--- src/rtl/anc_sequencer_if.sv ---
// Handshake bundle between the ANC sequencer, the sample strobe logic and the LMS/FIR stages.
// master = environment side (strobes, dones, FIR result); slave = the sequencer.
interface anc_sequencer_if #(
    parameter int OVR_CNT_W = 8
);
    logic                 sample_valid_in;
    logic                 adapt_en_in;
    logic                 lms_start_out;
    logic                 lms_done_in;
    logic                 fir_start_out;
    logic                 fir_done_in;
    logic signed [15:0]   fir_y_in;
    logic signed [15:0]   y_out;
    logic                 y_valid_out;
    logic                 busy_out;
    logic                 overrun_out;
    logic [OVR_CNT_W-1:0] overrun_cnt_out;
    logic                 clear_ovr_in;
    logic                 timeout_out;

    modport master (
        output sample_valid_in, adapt_en_in, lms_done_in, fir_done_in, fir_y_in, clear_ovr_in,
        input  lms_start_out, fir_start_out, y_out, y_valid_out, busy_out,
               overrun_out, overrun_cnt_out, timeout_out
    );

    modport slave (
        input  sample_valid_in, adapt_en_in, lms_done_in, fir_done_in, fir_y_in, clear_ovr_in,
        output lms_start_out, fir_start_out, y_out, y_valid_out, busy_out,
               overrun_out, overrun_cnt_out, timeout_out
    );
endinterface

--- src/rtl/anc_sequencer.sv ---
// Per-sample ANC controller: LMS update then FIR pass, one-deep pending slot, overrun accounting.
// Optional stage watchdog enabled by defining ANC_WATCHDOG_EN.
//
// state       | meaning
// IDLE        | waiting for a strobe or a pending sample
// LMS_START   | one-cycle LMS start pulse
// LMS_WAIT    | waiting for lms_done_in
// FIR_START   | one-cycle FIR start pulse
// FIR_WAIT    | waiting for fir_done_in, result captured on done
// OUTPUT      | one-cycle y_valid_out pulse
module anc_sequencer #(
    parameter int TIMEOUT_CYCLES = 1024,
    parameter int OVR_CNT_W      = 8
) (
    input  logic           clk_in,
    input  logic           rst_in,
    anc_sequencer_if.slave bus
);
    typedef enum logic [2:0] {
        S_IDLE, S_LMS_START, S_LMS_WAIT, S_FIR_START, S_FIR_WAIT, S_OUTPUT
    } state_t;

    state_t               r_state;
    state_t               w_next;
    logic                 r_pending;
    logic                 w_pending_next;
    logic signed [15:0]   r_y;
    logic                 r_ovr;
    logic [OVR_CNT_W-1:0] r_ovr_cnt;
    logic                 w_start;
    logic                 w_ovr_evt;
    logic                 w_timeout;

    if (TIMEOUT_CYCLES < 2) begin : g_bad_timeout
        $error("TIMEOUT_CYCLES must be at least 2");
    end

    assign w_start   = (r_state == S_IDLE) && (bus.sample_valid_in || r_pending);
    assign w_ovr_evt = (r_state != S_IDLE) && bus.sample_valid_in && r_pending;

`ifdef ANC_WATCHDOG_EN
    localparam int WD_W = $clog2(TIMEOUT_CYCLES + 1);
    logic [WD_W-1:0] r_wd_cnt;
    logic            r_timeout;

    // Counter is zero in the START states, so each WAIT begins its count fresh.
    always_ff @(posedge clk_in or posedge rst_in) begin
        if (rst_in)
            r_wd_cnt <= '0;
        else if (r_state == S_LMS_WAIT || r_state == S_FIR_WAIT)
            r_wd_cnt <= r_wd_cnt + 1'b1;
        else
            r_wd_cnt <= '0;
    end

    assign w_timeout = (r_wd_cnt == WD_W'(TIMEOUT_CYCLES - 1)) &&
                       ((r_state == S_LMS_WAIT && !bus.lms_done_in) ||
                        (r_state == S_FIR_WAIT && !bus.fir_done_in));

    always_ff @(posedge clk_in or posedge rst_in) begin
        if (rst_in)
            r_timeout <= 1'b0;
        else if (bus.clear_ovr_in)
            r_timeout <= 1'b0;
        else if (w_timeout)
            r_timeout <= 1'b1;
    end

    assign bus.timeout_out = r_timeout;
`else
    assign w_timeout       = 1'b0;
    assign bus.timeout_out = 1'b0;
`endif

    always_ff @(posedge clk_in or posedge rst_in) begin
        if (rst_in)
            r_state <= S_IDLE;
        else
            r_state <= w_next;
    end

    always_comb begin
        w_next = r_state;
        case (r_state)
            S_IDLE:      if (w_start) w_next = bus.adapt_en_in ? S_LMS_START : S_FIR_START;
            S_LMS_START: w_next = S_LMS_WAIT;
            S_LMS_WAIT:  if (bus.lms_done_in) w_next = S_FIR_START;
                         else if (w_timeout) w_next = S_IDLE;
            S_FIR_START: w_next = S_FIR_WAIT;
            S_FIR_WAIT:  if (bus.fir_done_in) w_next = S_OUTPUT;
                         else if (w_timeout) w_next = S_IDLE;
            S_OUTPUT:    w_next = S_IDLE;
            default:     w_next = S_IDLE;
        endcase
    end

    always_comb begin
        bus.lms_start_out = 1'b0;
        bus.fir_start_out = 1'b0;
        bus.y_valid_out   = 1'b0;
        bus.busy_out      = (r_state != S_IDLE);
        case (r_state)
            S_LMS_START: bus.lms_start_out = 1'b1;
            S_FIR_START: bus.fir_start_out = 1'b1;
            S_OUTPUT:    bus.y_valid_out   = 1'b1;
            default:     ;
        endcase
    end

    // A start consumes the slot, but a strobe landing on that same edge refills it.
    always_comb begin
        w_pending_next = r_pending;
        if (w_start)
            w_pending_next = bus.sample_valid_in && r_pending;
        else if (r_state != S_IDLE && bus.sample_valid_in)
            w_pending_next = 1'b1;
    end

    always_ff @(posedge clk_in or posedge rst_in) begin
        if (rst_in) begin
            r_pending <= 1'b0;
            r_y       <= 16'sd0;
        end else begin
            r_pending <= w_pending_next;
            if (r_state == S_FIR_WAIT && bus.fir_done_in)
                r_y <= bus.fir_y_in;
        end
    end

    always_ff @(posedge clk_in or posedge rst_in) begin
        if (rst_in) begin
            r_ovr     <= 1'b0;
            r_ovr_cnt <= '0;
        end else if (bus.clear_ovr_in) begin
            r_ovr     <= 1'b0;
            r_ovr_cnt <= '0;
        end else if (w_ovr_evt) begin
            r_ovr <= 1'b1;
            if (r_ovr_cnt != {OVR_CNT_W{1'b1}})
                r_ovr_cnt <= r_ovr_cnt + 1'b1;
        end
    end

    assign bus.y_out           = r_y;
    assign bus.overrun_out     = r_ovr;
    assign bus.overrun_cnt_out = r_ovr_cnt;
endmodule

--- src/flat_wrapper.sv ---
// flat-port wrapper written by rule: the top's interface ports become plain ports
module anc_sequencer_flat 
#(
    parameter int TIMEOUT_CYCLES = 1024,
    parameter int OVR_CNT_W      = 8
)
  (clk_in, rst_in, bus_sample_valid_in, bus_adapt_en_in, bus_lms_done_in, bus_fir_done_in, bus_fir_y_in, bus_clear_ovr_in, bus_lms_start_out, bus_fir_start_out, bus_y_out, bus_y_valid_out, bus_busy_out, bus_overrun_out, bus_overrun_cnt_out, bus_timeout_out);
  anc_sequencer_if #(.OVR_CNT_W(OVR_CNT_W)) bus_i ();
  input  logic clk_in;
  input  logic rst_in;
  input wire logic [$bits(bus_i.sample_valid_in)-1:0] bus_sample_valid_in;
  input wire logic [$bits(bus_i.adapt_en_in)-1:0] bus_adapt_en_in;
  input wire logic [$bits(bus_i.lms_done_in)-1:0] bus_lms_done_in;
  input wire logic [$bits(bus_i.fir_done_in)-1:0] bus_fir_done_in;
  input wire logic [$bits(bus_i.fir_y_in)-1:0] bus_fir_y_in;
  input wire logic [$bits(bus_i.clear_ovr_in)-1:0] bus_clear_ovr_in;
  output wire logic [$bits(bus_i.lms_start_out)-1:0] bus_lms_start_out;
  output wire logic [$bits(bus_i.fir_start_out)-1:0] bus_fir_start_out;
  output wire logic [$bits(bus_i.y_out)-1:0] bus_y_out;
  output wire logic [$bits(bus_i.y_valid_out)-1:0] bus_y_valid_out;
  output wire logic [$bits(bus_i.busy_out)-1:0] bus_busy_out;
  output wire logic [$bits(bus_i.overrun_out)-1:0] bus_overrun_out;
  output wire logic [$bits(bus_i.overrun_cnt_out)-1:0] bus_overrun_cnt_out;
  output wire logic [$bits(bus_i.timeout_out)-1:0] bus_timeout_out;
  assign bus_i.sample_valid_in = bus_sample_valid_in;
  assign bus_i.adapt_en_in = bus_adapt_en_in;
  assign bus_i.lms_done_in = bus_lms_done_in;
  assign bus_i.fir_done_in = bus_fir_done_in;
  assign bus_i.fir_y_in = bus_fir_y_in;
  assign bus_i.clear_ovr_in = bus_clear_ovr_in;
  assign bus_lms_start_out = bus_i.lms_start_out;
  assign bus_fir_start_out = bus_i.fir_start_out;
  assign bus_y_out = bus_i.y_out;
  assign bus_y_valid_out = bus_i.y_valid_out;
  assign bus_busy_out = bus_i.busy_out;
  assign bus_overrun_out = bus_i.overrun_out;
  assign bus_overrun_cnt_out = bus_i.overrun_cnt_out;
  assign bus_timeout_out = bus_i.timeout_out;
  anc_sequencer #(.TIMEOUT_CYCLES(TIMEOUT_CYCLES), .OVR_CNT_W(OVR_CNT_W)) u_core (.clk_in(clk_in), .rst_in(rst_in), .bus(bus_i));
endmodule
--- config.mk ---
export PLATFORM = sky130hd
export DESIGN_NAME = anc_sequencer_flat
export DESIGN_NICKNAME = d
export VERILOG_FILES = /design/src/rtl/anc_sequencer_if.sv /design/src/rtl/anc_sequencer.sv /design/src/flat_wrapper.sv
export SDC_FILE = /design/constraint.sdc
export NUM_CORES = 1
export LEC_CHECK = 0
export ABC_AREA = 0
export CAP_MARGIN = 20
export CORE_UTILIZATION = 40
export CTS_BUF_LIST = sky130_fd_sc_hd__clkbuf_4
export CTS_CLUSTER_SIZE = 12
export DETAILED_ROUTE_END_ITERATION = 12
export PLACE_DENSITY_LB_ADDON = 0.1
export SLEW_MARGIN = 0
export SYNTH_ARGS = -nofsm -noshare
export SYNTH_HDL_FRONTEND = slang
export SYNTH_SLANG_ARGS = --single-unit
--- constraint.sdc ---
create_clock -name clk_in -period 2.7 [get_ports clk_in]
set_clock_uncertainty 0.15 [all_clocks]
set_input_delay 0.81 -clock clk_in [delete_from_list [all_inputs] [get_ports clk_in]]
set_output_delay 0.81 -clock clk_in [all_outputs]
set_load 0.05 [all_outputs]
# Word level (Yosys, flattened, before mapping)
# Cells that the tools add are included.
dict set report word_totals {
  output_inout_bits 30
  inputBits 23
  ff_bits 29
  elab_cells 43
}
dict set report classes {
  n_reduce_logical 13
  n_eq_ne 9
  addsub 1
  n_mux 15
}
# op count
set op_table {}
lappend op_table {{8-bit 2-to-1 mux} 3}
lappend op_table {{3-bit one-hot mux with 5 select lines} 1}
lappend op_table {{3-bit 2-to-1 mux} 3}
lappend op_table {{8-bit by 1-bit adder with 8-bit output (second input constant)} 1}
lappend op_table {{8-bit inequality test (second input constant)} 1}
lappend op_table {{1-bit 2-to-1 mux} 7}
lappend op_table {{3-bit by 2-bit equality test with 1-bit output (second input constant)} 2}
lappend op_table {{3-bit equality test (second input constant)} 2}
lappend op_table {{2-bit nonzero test} 3}
lappend op_table {{1-bit logical AND} 5}
lappend op_table {{2-bit inequality test (second input constant)} 2}
lappend op_table {{3-bit by 1-bit equality test with 1-bit output (second input constant)} 1}
lappend op_table {{3-bit logical NOT} 1}
lappend op_table {{3-bit AND reduction} 1}
lappend op_table {{3-bit nonzero test} 1}
lappend op_table {{2-bit 2-to-1 mux} 1}
lappend op_table {{2-bit by 1-bit inequality test with 1-bit output (second input constant)} 1}
lappend op_table {{2-bit AND reduction} 1}
lappend op_table {{1-bit logical OR} 1}

# Depth between registers and ports, before layout
dict set report logic_depth {
  depth_word 5
  ltp_mapped 4
  ltp_nobuf 4
}

# Least setup slack after synthesis
# No wires, ideal clock.
dict set report synth_path {
  path_type {reg2out}
  startpoint {register u_core.r_state[0]}
  endpoint {output port bus_lms_start_out}
  arrival_time_ns 1.796
  stages_incl_launch_ff 3
  setup_slack_ns -0.056
  cell_sequence {dfrtp_1 > buf_2 > nor3b_1}
}
dict set report synth_via {
  elab_chain_len 2
}
# element line
set synth_rtl {}
lappend synth_rtl {{start: declaration} anc_sequencer.sv:23} ;# state_t r_state;
lappend synth_rtl {{start signal: assignment} anc_sequencer.sv:79} ;# r_state <= w_next;
lappend synth_rtl {{3-bit by 1-bit equality test with 1-bit output} anc_sequencer.sv:102} ;# case (r_state)
lappend synth_rtl {{1-bit 2-to-1 mux} anc_sequencer.sv:102}
lappend synth_rtl {{end: declaration} flat_wrapper.sv:17} ;# output wire logic [$bits(bus_i.lms_start_out)-1:0] bus_lms_start_out;
# No other way between the ends.

# Final worst setup path
dict set report layout_path {
  startpoint {register u_core.r_ovr_cnt[2] (netlist: u_core.bus.overrun_cnt_out[2])}
  endpoint {output port bus_overrun_cnt_out[2]}
}
# element line
set layout_rtl {}
lappend layout_rtl {{start: declaration} anc_sequencer.sv:29} ;# logic [OVR_CNT_W-1:0] r_ovr_cnt;
lappend layout_rtl {{start signal: assignment} anc_sequencer.sv:140} ;# r_ovr_cnt <= r_ovr_cnt + 1'b1;
lappend layout_rtl {{end: declaration} flat_wrapper.sv:23} ;# output wire logic [$bits(bus_i.overrun_cnt_out)-1:0] bus_overrun_cnt_out;
# No word-level cell between the ends.

==> impl_metrics.env <==
export IMPL_p_sw_uw=1070
export IMPL_crit_fanout=8
export IMPL_comb_power_share_pct=54.3
export IMPL_sw_frac_of_total_pct=44.4
export IMPL_vdd_ir_drop_max_mv=0.591
export IMPL_wl_um=3020
export IMPL_cts_made_buffers=5
export IMPL_clk_pin_slew_ps=100
export IMPL_report_final_setup_viol=0
export IMPL_area_growth_pct=45.2
export IMPL_htreeDepth=2
export IMPL_cp_depth=1
export IMPL_dieArea_sq_mm=0.00384
export IMPL_vias_per_cell=5.14
export IMPL_cp_cell_sequence="clkdlybuf4s50_1"
export IMPL_globalplace_congestion=0.821
export IMPL_critPathKind="register to output pin"
export IMPL_drc_errors=0
export IMPL_synth_area_leaders="dfrtp_1 (50%), mux2_4 (10%), mux2_2 (5.5%)"
export IMPL_required_ps=1740
export IMPL_cts_resized=0
export IMPL_p_int_uw=1340
export IMPL_slew_limit_headroom_pct=65.9
export IMPL_crit_slowest_cell="clkdlybuf4s50_1"
export IMPL_power_frac_clock_pct=14.4
export IMPL_cts_setup_buffers=0
export IMPL_min_path_cells=1
export IMPL_wl_per_cell_um=14.0
export IMPL_finalSetupTns_ps=0
export IMPL_period_share_pct=97.3
export IMPL_clock_sinks=29
export IMPL_status="finished, final reports clean"
export IMPL_layout_drive_gt1_share_pct=22.4
export IMPL_arrival_ps=1670
export IMPL_dieHeight_um=62.0
export IMPL_dp_cells=208
export IMPL_rsz0062_at_grt="false"
export IMPL_drtPass1Iterations=4
export IMPL_crit_end="bus_overrun_cnt_out[2]"
export IMPL_syn_nets=138
export IMPL_core_area_sq_mm=0.00339
export IMPL_start_kind="register"
export IMPL_synthArstFlopShare_pct=100
export IMPL_worst_slew_pin_slew_ps=510
export IMPL_fill_cells=276
export IMPL_netlist_area_sq_mm=0.00144
export IMPL_cp_top_family="buffers and inverters"
export IMPL_grt_usage_pct=16.9
export IMPL_end_kind="output pin"
export IMPL_synthCells=114
export IMPL_synth_top_area_share_pct=50.5
export IMPL_grt_pass1_wl_um=4630
export IMPL_post_dp_hpwl_um=2220
export IMPL_clkLatencyLatePin_ps=320
export IMPL_slew_violations=0
export IMPL_boundaryPins=53
export IMPL_antenna_found_initial=0
export IMPL_hold_violations=0
export IMPL_cts_buffer_depth=2
export IMPL_power_density_mw_per_mm2=1160
export IMPL_avgSynthCellArea_sq_um=12.6
export IMPL_stdcell_count=216
export IMPL_io_buffers=51
export IMPL_path_buf_inv=1
export IMPL_reg2regPathDepth=4
export IMPL_dpl_worst_slack_ps=212
export IMPL_vias=1110
export IMPL_drt_iter0_markers=93
export IMPL_r2r_end="u_core.bus.overrun_cnt_out[0]$_DFFE_PP0P_"
export IMPL_r2r_slack_ps=910
export IMPL_cts_hold_buf=0
export IMPL_ys_warn_count=0
export IMPL_dieWidth_um=62.0
export IMPL_ant_nets=0
export IMPL_register_area_sq_um=726
export IMPL_synth_edff_count=0
export IMPL_synthDistinctLibCells=37
export IMPL_grt_pass1_vias=1057
export IMPL_max_cap_viol_count=0
export IMPL_synth_yosys_seq_area_share_pct=50.5
export IMPL_ys_ff_latch=29
export IMPL_pwr_share_seq_pct=31.3
export IMPL_p_leak_uw=0.000887
export IMPL_core_rowCount=21
export IMPL_fin_ws_ps=74.0
export IMPL_hp_class="register to register"
export IMPL_grt_overflow=0
export IMPL_cts_root_buf="clkbuf_4"
export IMPL_multiInputGateArea_sq_um=658
export IMPL_yosysTopAreaCell="dfrtp_1"
export IMPL_max_stage_delay_ps=850
export IMPL_grt_max_degree=17
export IMPL_synth_most_common_cell="dfrtp_1"
export IMPL_ys_flop_type="dfrtp_1"
export IMPL_synth_common_cells="dfrtp_1 (29), mux2_4 (10), mux2_2 (7), nor2_1 (6)"
export IMPL_cts_tree="done"
export IMPL_worstSetupStartpoint="u_core.bus.overrun_cnt_out[2]$_DFFE_PP0P_"
export IMPL_antennaDiodeCount=0
export IMPL_r2r_start="u_core.bus.overrun_cnt_out[0]$_DFFE_PP0P_"
export IMPL_min_period_ps=2630
export IMPL_fmax_ghz=0.381
export IMPL_initial_core_util_pct=42.4
export IMPL_final_nets=193
[stage by stage]
| stage | hold slack (ps) | area, sq um | power (uW) | utilization [%] |
|---|---|---|---|---|
| floorplan | 476 | 1440 | 1670 | - |
| global placement | 341 | 2010 | 2070 | 59.2 |
| detailed placement | 343 | 2010 | 2090 | 59.2 |
| CTS | 366 | 2090 | 2440 | 61.6 |
| global route | 376 | 2090 | 2540 | 61.6 |
| finish | 363 | 2090 | 2420 | 61.6 |
[layout by cell type, fill, tap and decap left out, types with 2 or more instances in the layout]
master,synthesis,final
clkdlybuf4s50_1,0,47
dfrtp_1,29,29
mux2_4,10,10
mux2_2,7,7
nor2_1,6,6
clkbuf_4,0,6
a21o_1,5,5
inv_1,5,5
nand2_1,5,5
buf_4,1,5
a211oi_1,4,4
nor2b_1,3,3
and3b_1,3,3
nor3_1,2,2
o21ai_0,2,2
nand4_1,2,2
nor4_1,2,2
mux2i_1,2,2
o311ai_0,2,2
o41ai_1,2,2
buf_12,0,2
[kinds of logic (layout without fill, tap and decap cells)]
| logic type | Yosys count | in the layout | synth area share, % |
|---|---|---|---|
| fa+ha+maj | 2 | 2 | 1.65 |
| simple gates | 32 | 32 | 14.2 |
| compound gates | 20 | 20 | 12.0 |
| flops | 29 | 29 | 50.5 |
| other cells | 1 | 1 | 0.261 |
| buf+inv | 11 | 67 | 4.09 |
| mux | 19 | 19 | 17.3 |
[flip-flops by register name (all words and copies together) (netlist names)]
name	cells
u_core.bus.y_out	16
u_core.bus.overrun_cnt_out	8
u_core.r_state	3
u_core.bus.overrun_out	1
u_core.r_pending	1
[power by group through the flow]
stage               clock network (uW)  logic (uW)  registers (uW)
CTS                                356        1330             762
detailed placement                   0        1320             771
finish                             348        1310             757
global placement                     0        1310             761
global route                       374        1380             789
floorplan                            0         500            1170
[layout make-up]
type                            count  area share [%]
Sequential cell                    29            34.8
Multi-Input combinational cell     74            31.5
Timing Repair Buffer               54            26.3
Tap cell                           46            2.76
Clock buffer                        6            2.16
Clock inverter                      2            1.62
Inverter                            5           0.899
[routing by layer]
metal	up-vias	wire length [um]	GRT usage (%)
met5	-	0	0
met3	5	150	5.59
li1	529	-	-
met2	40	1510	27.7
met1	536	1320	20.1
met4	0	38	7.94
[worst min path at each step]
| stage | from | endpoint | slack [ps] |
|---|---|---|---|
| global placement | u_core.bus.y_out[14]$_DFFE_PP0P_ | u_core.bus.y_out[14]$_DFFE_PP0P_ | 340 |
| finish | u_core.bus.y_out[14]$_DFFE_PP0P_ | u_core.bus.y_out[14]$_DFFE_PP0P_ | 360 |
| floorplan | u_core.r_pending$_DFFE_PP0P_ | u_core.r_pending$_DFFE_PP0P_ | 480 |
| detailed placement | u_core.bus.y_out[6]$_DFFE_PP0P_ | u_core.bus.y_out[6]$_DFFE_PP0P_ | 340 |
| CTS | u_core.bus.y_out[14]$_DFFE_PP0P_ | u_core.bus.y_out[14]$_DFFE_PP0P_ | 370 |
| global route | u_core.bus.y_out[14]$_DFFE_PP0P_ | u_core.bus.y_out[14]$_DFFE_PP0P_ | 380 |
Power figures use the tool's default switching activity.
